File: config.mk
export PLATFORM = sky130hd
export DESIGN_NAME = rgb2gray_arbiter_flat
export DESIGN_NICKNAME = d
export VERILOG_FILES = /design/src/rtl/rgb2gray_arbiter_if.sv /design/src/rtl/rgb2gray_arbiter.sv /design/src/flat_wrapper.sv
export SDC_FILE = /design/constraint.sdc
export NUM_CORES = 1
export LEC_CHECK = 0
export CAP_MARGIN = 10
export CORE_ASPECT_RATIO = 0.7
export CORE_UTILIZATION = 34
export CTS_BUF_LIST = sky130_fd_sc_hd__clkbuf_8
export DETAILED_ROUTE_END_ITERATION = 7
export PLACE_DENSITY = 0.84
export SLEW_MARGIN = 20
export SYNTH_ARGS = -nofsm -noshare
export SYNTH_HDL_FRONTEND = slang
export SYNTH_SLANG_ARGS = --single-unit
File: constraint.sdc
create_clock -name clk_i -period 4 [get_ports clk_i]
set_input_delay 0.6 -clock clk_i [delete_from_list [all_inputs] [get_ports clk_i]]
set_output_delay 0.6 -clock clk_i [all_outputs]
set_load 0.02 [all_outputs]
File: src/rtl/rgb2gray_arbiter_if.sv
// Handshake bundle between the per-requester pixel sources, the shared rgb2gray
// converter and the arbiter that multiplexes them.
interface rgb2gray_arbiter_if #(
    parameter int width_p   = 8,
    parameter int num_req_p = 4
);
    logic [num_req_p-1:0]         req_valid_i;
    logic [num_req_p*width_p-1:0] req_red_i;
    logic [num_req_p*width_p-1:0] req_green_i;
    logic [num_req_p*width_p-1:0] req_blue_i;
    logic [num_req_p-1:0]         req_ready_o;

    logic                         conv_valid_o;
    logic [width_p-1:0]           conv_red_o;
    logic [width_p-1:0]           conv_green_o;
    logic [width_p-1:0]           conv_blue_o;
    logic                         conv_ready_i;

    logic                         conv_valid_i;
    logic [width_p-1:0]           conv_gray_i;
    logic                         conv_ready_o;

    logic [num_req_p-1:0]         resp_valid_o;
    logic [width_p-1:0]           resp_gray_o;
    logic [num_req_p-1:0]         resp_ready_i;

    logic                         err_o;

    // arbiter side
    modport slave (
        input  req_valid_i, req_red_i, req_green_i, req_blue_i,
        output req_ready_o,
        output conv_valid_o, conv_red_o, conv_green_o, conv_blue_o,
        input  conv_ready_i,
        input  conv_valid_i, conv_gray_i,
        output conv_ready_o,
        output resp_valid_o, resp_gray_o,
        input  resp_ready_i,
        output err_o
    );

    // requesters plus converter side
    modport master (
        output req_valid_i, req_red_i, req_green_i, req_blue_i,
        input  req_ready_o,
        input  conv_valid_o, conv_red_o, conv_green_o, conv_blue_o,
        output conv_ready_i,
        output conv_valid_i, conv_gray_i,
        input  conv_ready_o,
        input  resp_valid_o, resp_gray_o,
        output resp_ready_i,
        input  err_o
    );
endinterface

File: src/rtl/rgb2gray_arbiter.sv
// Round-robin sharing of one rgb2gray converter among num_req_p pixel requesters;
// an in-order tag FIFO routes each gray result back to the requester that issued it.
module rgb2gray_arbiter #(
    parameter int width_p     = 8,
    parameter int num_req_p   = 4,
    parameter int tag_depth_p = 4
) (
    input logic               clk_i,
    input logic               reset_ni,
    rgb2gray_arbiter_if.slave bus
);
    localparam int idx_w  = $clog2(num_req_p);
    localparam int fifo_w = $clog2(tag_depth_p);

    localparam logic [idx_w:0]   num_req_l = (idx_w+1)'(num_req_p);
    localparam logic [idx_w-1:0] last_req  = idx_w'(num_req_p - 1);
    localparam logic [fifo_w:0]  depth_l   = (fifo_w+1)'(tag_depth_p);

    logic [idx_w-1:0]   ptr;
    logic [idx_w-1:0]   grant;
    logic [idx_w:0]     cand;
    logic               any_valid;

    logic [idx_w-1:0]   tag_mem [tag_depth_p];
    logic [fifo_w-1:0]  wr_ptr;
    logic [fifo_w-1:0]  rd_ptr;
    logic [fifo_w:0]    count;
    logic [idx_w-1:0]   head;
    logic               fifo_full;
    logic               fifo_empty;

    logic               issue_ok;
    logic               conv_valid;
    logic               conv_ready;
    logic               issue;
    logic               pop;
    logic               err;

    logic [num_req_p-1:0] req_ready;
    logic [num_req_p-1:0] resp_valid;
    logic [width_p-1:0]   red;
    logic [width_p-1:0]   green;
    logic [width_p-1:0]   blue;

    // first valid requester at or after ptr, wrapping modulo num_req_p
    always_comb begin
        grant     = ptr;
        any_valid = 1'b0;
        cand      = '0;
        for (int i = 0; i < num_req_p; i++) begin
            cand = {1'b0, ptr} + (idx_w+1)'(i);
            if (cand >= num_req_l) begin
                cand = cand - num_req_l;
            end
            if (!any_valid && bus.req_valid_i[cand[idx_w-1:0]]) begin
                grant     = cand[idx_w-1:0];
                any_valid = 1'b1;
            end
        end
    end

    assign fifo_full  = (count == depth_l);
    assign fifo_empty = (count == '0);
    assign head       = tag_mem[rd_ptr];

    // a full FIFO blocks issue even when a pop lands in the same cycle, which
    // keeps conv_ready_i out of the resp_ready_i path
    assign issue_ok   = !fifo_full;
    assign conv_valid = reset_ni & any_valid & issue_ok;
    assign issue      = conv_valid & bus.conv_ready_i;

    always_comb begin
        req_ready = '0;
        if (reset_ni && issue_ok && bus.conv_ready_i) begin
            req_ready[grant] = 1'b1;
        end
    end

    always_comb begin
        red   = '0;
        green = '0;
        blue  = '0;
        if (any_valid) begin
            red   = bus.req_red_i  [int'(grant)*width_p +: width_p];
            green = bus.req_green_i[int'(grant)*width_p +: width_p];
            blue  = bus.req_blue_i [int'(grant)*width_p +: width_p];
        end
    end

    always_comb begin
        resp_valid = '0;
        conv_ready = 1'b0;
        if (reset_ni && !fifo_empty) begin
            resp_valid[head] = bus.conv_valid_i;
            conv_ready       = bus.resp_ready_i[head];
        end
    end

    assign pop = bus.conv_valid_i & conv_ready;

    always_ff @(posedge clk_i or negedge reset_ni) begin
        if (!reset_ni) begin
            ptr    <= '0;
            wr_ptr <= '0;
            rd_ptr <= '0;
            count  <= '0;
            err    <= 1'b0;
        end else begin
            if (issue) begin
                wr_ptr <= wr_ptr + 1'b1;
                ptr    <= (grant == last_req) ? '0 : grant + 1'b1;
            end
            if (pop) begin
                rd_ptr <= rd_ptr + 1'b1;
            end
            if (issue && !pop) begin
                count <= count + 1'b1;
            end else if (pop && !issue) begin
                count <= count - 1'b1;
            end
            if (bus.conv_valid_i && fifo_empty) begin
                err <= 1'b1;
            end
        end
    end

    // tag storage needs no reset: entries are only read between push and pop
    always_ff @(posedge clk_i) begin
        if (issue) begin
            tag_mem[wr_ptr] <= grant;
        end
    end

    assign bus.req_ready_o  = req_ready;
    assign bus.conv_valid_o = conv_valid;
    assign bus.conv_red_o   = red;
    assign bus.conv_green_o = green;
    assign bus.conv_blue_o  = blue;
    assign bus.conv_ready_o = conv_ready;
    assign bus.resp_valid_o = resp_valid;
    assign bus.resp_gray_o  = bus.conv_gray_i;
    assign bus.err_o        = err;
endmodule

File: src/flat_wrapper.sv
// flat-port wrapper written by rule: the top's interface ports become plain ports
module rgb2gray_arbiter_flat 
#(
    parameter int width_p     = 8,
    parameter int num_req_p   = 4,
    parameter int tag_depth_p = 4
)
  (clk_i, reset_ni, bus_req_valid_i, bus_req_red_i, bus_req_green_i, bus_req_blue_i, bus_req_ready_o, bus_conv_valid_o, bus_conv_red_o, bus_conv_green_o, bus_conv_blue_o, bus_conv_ready_i, bus_conv_valid_i, bus_conv_gray_i, bus_conv_ready_o, bus_resp_valid_o, bus_resp_gray_o, bus_resp_ready_i, bus_err_o);
  rgb2gray_arbiter_if #(.width_p(width_p), .num_req_p(num_req_p)) bus_i ();
  input logic clk_i;
  input logic reset_ni;
  input wire logic [$bits(bus_i.req_valid_i)-1:0] bus_req_valid_i;
  input wire logic [$bits(bus_i.req_red_i)-1:0] bus_req_red_i;
  input wire logic [$bits(bus_i.req_green_i)-1:0] bus_req_green_i;
  input wire logic [$bits(bus_i.req_blue_i)-1:0] bus_req_blue_i;
  output wire logic [$bits(bus_i.req_ready_o)-1:0] bus_req_ready_o;
  output wire logic [$bits(bus_i.conv_valid_o)-1:0] bus_conv_valid_o;
  output wire logic [$bits(bus_i.conv_red_o)-1:0] bus_conv_red_o;
  output wire logic [$bits(bus_i.conv_green_o)-1:0] bus_conv_green_o;
  output wire logic [$bits(bus_i.conv_blue_o)-1:0] bus_conv_blue_o;
  input wire logic [$bits(bus_i.conv_ready_i)-1:0] bus_conv_ready_i;
  input wire logic [$bits(bus_i.conv_valid_i)-1:0] bus_conv_valid_i;
  input wire logic [$bits(bus_i.conv_gray_i)-1:0] bus_conv_gray_i;
  output wire logic [$bits(bus_i.conv_ready_o)-1:0] bus_conv_ready_o;
  output wire logic [$bits(bus_i.resp_valid_o)-1:0] bus_resp_valid_o;
  output wire logic [$bits(bus_i.resp_gray_o)-1:0] bus_resp_gray_o;
  input wire logic [$bits(bus_i.resp_ready_i)-1:0] bus_resp_ready_i;
  output wire logic [$bits(bus_i.err_o)-1:0] bus_err_o;
  assign bus_i.req_valid_i = bus_req_valid_i;
  assign bus_i.req_red_i = bus_req_red_i;
  assign bus_i.req_green_i = bus_req_green_i;
  assign bus_i.req_blue_i = bus_req_blue_i;
  assign bus_req_ready_o = bus_i.req_ready_o;
  assign bus_conv_valid_o = bus_i.conv_valid_o;
  assign bus_conv_red_o = bus_i.conv_red_o;
  assign bus_conv_green_o = bus_i.conv_green_o;
  assign bus_conv_blue_o = bus_i.conv_blue_o;
  assign bus_i.conv_ready_i = bus_conv_ready_i;
  assign bus_i.conv_valid_i = bus_conv_valid_i;
  assign bus_i.conv_gray_i = bus_conv_gray_i;
  assign bus_conv_ready_o = bus_i.conv_ready_o;
  assign bus_resp_valid_o = bus_i.resp_valid_o;
  assign bus_resp_gray_o = bus_i.resp_gray_o;
  assign bus_i.resp_ready_i = bus_resp_ready_i;
  assign bus_err_o = bus_i.err_o;
  rgb2gray_arbiter #(.width_p(width_p), .num_req_p(num_req_p), .tag_depth_p(tag_depth_p)) u_core (.clk_i(clk_i), .reset_ni(reset_ni), .bus(bus_i));
endmodule
==> results.sh <==
export IMPL_outcome="finished, final reports clean"
export IMPL_synth_warning_count=0
export IMPL_cts_root_buf="sky130_fd_sc_hd__clkbuf_8"
export IMPL_r2r_start="u_core.rd_ptr[0]"
export IMPL_post_cts_resized_instances=0
export IMPL_grt_first_pass_wirelength_mm=9.11
export IMPL_synth_top_cell_by_area="sky130_fd_sc_hd__mux4_2"
export IMPL_hp_class="reg2reg"
export IMPL_rsz0062_at_grt="false"
export IMPL_yosys_register_bits=18
export IMPL_critPathLaunch="bus_req_valid_i[0]"
export IMPL_timing_final_setup_violations=0
export IMPL_port_buffers=142
export IMPL_tritoncts_num_buffers=3
export IMPL_timing_clock_skew_ns=0.00419
export IMPL_dp_worst_setup_slack_ns=0.326
export IMPL_h_tree_depth=1
export IMPL_worst_pin_slew_ns=0.896
export IMPL_placement_rows=22
export IMPL_top_level_ports=159
export IMPL_fin_tns_setup_ns=0
export IMPL_globalRoute_totalOverflow=0
export IMPL_final_hold_violation_count=0
export IMPL_synth_nets=295
export IMPL_postCtsSetupBuffers=0
export IMPL_die_y_um=65.1
export IMPL_postSynthCellCount=169
export IMPL_vdd_ir_drop_worst_uv=318
export IMPL_maxClockFrequency_ghz=0.273
export IMPL_tritoncts_clock_tree="built"
export IMPL_final_nets=429
export IMPL_worst_ep_required_time_ns=3.40
export IMPL_grt_antenna_before_repair=0
export IMPL_synth_seq_area_share=0.254
export IMPL_postLayoutSetupSlackWorst_ns=0.333
export IMPL_timing_hold_worst_start="u_core.bus.err_o"
export IMPL_first_global_vias=1774
export IMPL_timing_final_max_slew_violations=0
export IMPL_final_min_period_over_clock_period=0.917
export IMPL_die_width_um=92.1
export IMPL_viasPerCell=4.80
export IMPL_area_growth_synth_to_final_pct=77.0
export IMPL_floorplan_initialDensity=0.360
export IMPL_drc=0
export IMPL_critical_path_endpoint_type="output pin"
export IMPL_insertedDiodeCount=0
export IMPL_die_area_mm2=0.00599
export IMPL_grt_usage=0.201
export IMPL_grt_start_max_net_pins=32
export IMPL_place_gp_congestion=0.781
export IMPL_num_vias=1796
export IMPL_layout_common_cells="sky130_fd_sc_hd__clkdlybuf4s50_1 (142), sky130_fd_sc_hd__nor2b_1 (27), sky130_fd_sc_hd__mux4_2 (27), sky130_fd_sc_hd__nor2_1 (13)"
export IMPL_routed_wl_mm=6.08
export IMPL_final_antenna_net_count=0
export IMPL_detailedPlacementHpwl_mm=5.09
export IMPL_synth_main_ff_cell="sky130_fd_sc_hd__dfrtp_1"
export IMPL_worst_setup_hold_path_clk_slew_ns=0.07
export IMPL_critPathArrivalTime_ns=3.07
export IMPL_number_of_enable_flip_flop_cells_after_synthesis=8
export IMPL_worst_setup_path_type="in2out"
export IMPL_yosysUniqueCellTypes=34
export IMPL_avgRoutedWirePerCell_um=16.3
export IMPL_start_kind="input pin"
export IMPL_timing_slew_headroom=0.395
export IMPL_async_flop_share=0.556
export IMPL_fillers=431
export IMPL_clockBufferDepth=2
export IMPL_postSynthAreaPerCell_um2=11.4
export IMPL_cts_sink_count=18
export IMPL_synth_cell_area_mm2=0.00193
export IMPL_clkLatencyLatePin_ns=0.26
export IMPL_cts_hold_fix_buffers=0
export IMPL_max_cap_check_violation_count=0
export IMPL_power_per_cell_area_mw_per_mm2=531
export IMPL_drtPass1Iterations=4
export IMPL_drive_above_1_share=0.136
export IMPL_mostFrequentLayoutCell="sky130_fd_sc_hd__clkdlybuf4s50_1"
export IMPL_post_route_min_period_ns=3.67
export IMPL_total_leakage_power_nw=1.29
export IMPL_yosys_top_cells_area="sky130_fd_sc_hd__mux4_2 (31%), sky130_fd_sc_hd__dfrtp_1 (13%), sky130_fd_sc_hd__edfxtp_1 (12%), sky130_fd_sc_hd__nor2b_1 (8.7%), sky130_fd_sc_hd__ha_1 (5.8%)"
export IMPL_synth_top_cell_area_share=0.315
export IMPL_crit_path_max_fanout=28
export IMPL_coreArea_mm2=0.00537
export IMPL_drt_iter0_drc=68
-- worst max-delay path: stages --
cell and delay, ns:
sky130_fd_sc_hd__clkdlybuf4s50_1 0.56, sky130_fd_sc_hd__nor2b_1 0.08, sky130_fd_sc_hd__a2bb2oi_2 0.15, sky130_fd_sc_hd__o221ai_4 0.19, sky130_fd_sc_hd__buf_12 0.26, sky130_fd_sc_hd__mux4_2 0.52
sky130_fd_sc_hd__nor2b_1 0.14, sky130_fd_sc_hd__clkdlybuf4s50_1 0.56
-- layer usage --
metal,share of wire,track usage
met5,0,0
met4,0.014,0.0527
met3,0.039,0.0329
met2,0.52,0.347
met1,0.43,0.263
-- cell usage after synthesis, drive strengths merged (2+ instances only) --
library cell	n
mux4	27
nor2b	27
nor2	13
buf	12
inv	11
nand2	11
dfrtp	10
ha	9
edfxtp	8
clkbuf	5
o21ai	5
and2	4
xnor2	4
mux2	3
mux2i	2
nand2b	2
nand3	2
-- worst paths after layout --
kind	to	slack (ns)	depth (start not counted)
hold / removal	u_core.bus.err_o	0.49	1
max in group asynchronous	u_core.count[1]	3.16	2
setup / recovery	bus_conv_red_o[5]	0.33	8
setup reg to reg	u_core.count[2]	0.95	10
hold reg to reg	u_core.bus.err_o	0.49	1
min in group asynchronous	u_core.rd_ptr[0]	0.68	2
-- sequential cells by signal, summed over array words and instances, names as in the netlist --
signal and flops:
u_core.tag_mem 8, u_core.count 3, u_core.ptr 2, u_core.rd_ptr 2, u_core.wr_ptr 2, u_core.bus.err_o 1
-- where the power goes --
group	internal (mW)	switching [mW]	leakage, nW
Sequential	0.267	0.0662	0.188
Combinational	0.756	0.597	1.08
Clock	0.0683	0.0601	0.0231
-- logic make-up after synthesis --
group           share of synthesized area
buf+inv                            0.0823
xor+xnor                           0.0227
fa+ha+maj                          0.0687
mux                                 0.343
flops                               0.254
compound gates                     0.0531
simple gates                        0.177
-- stage by stage --
step	cell area, um^2	hold WS, ns	total power [mW]	utilization	std cells
6_report	3420	0.491	1.81	0.637	374
5_1_grt	3420	0.521	1.95	0.637	374
4_1_cts	3420	0.498	1.83	0.637	374
3_5_place_dp	3370	0.484	1.70	0.629	370
3_3_place_gp	3370	0.451	1.67	0.629	370
2_1_floorplan	1930	0.304	1.21	-	169
-- cell type report --
class / count / area (um^2) / share of cell area
well taps: 72 / 90.1 / 0.0263
clock buffers: 3 / 41.3 / 0.0121
multi-input cells: 123 / 1290 / 0.377
inverters: 11 / 41.3 / 0.0121
clock inverters: 1 / 3.75 / 0.00110
repair buffers: 146 / 1460 / 0.428
flip-flops and latches: 18 / 490 / 0.143
Power figures use the tool's default switching activity.
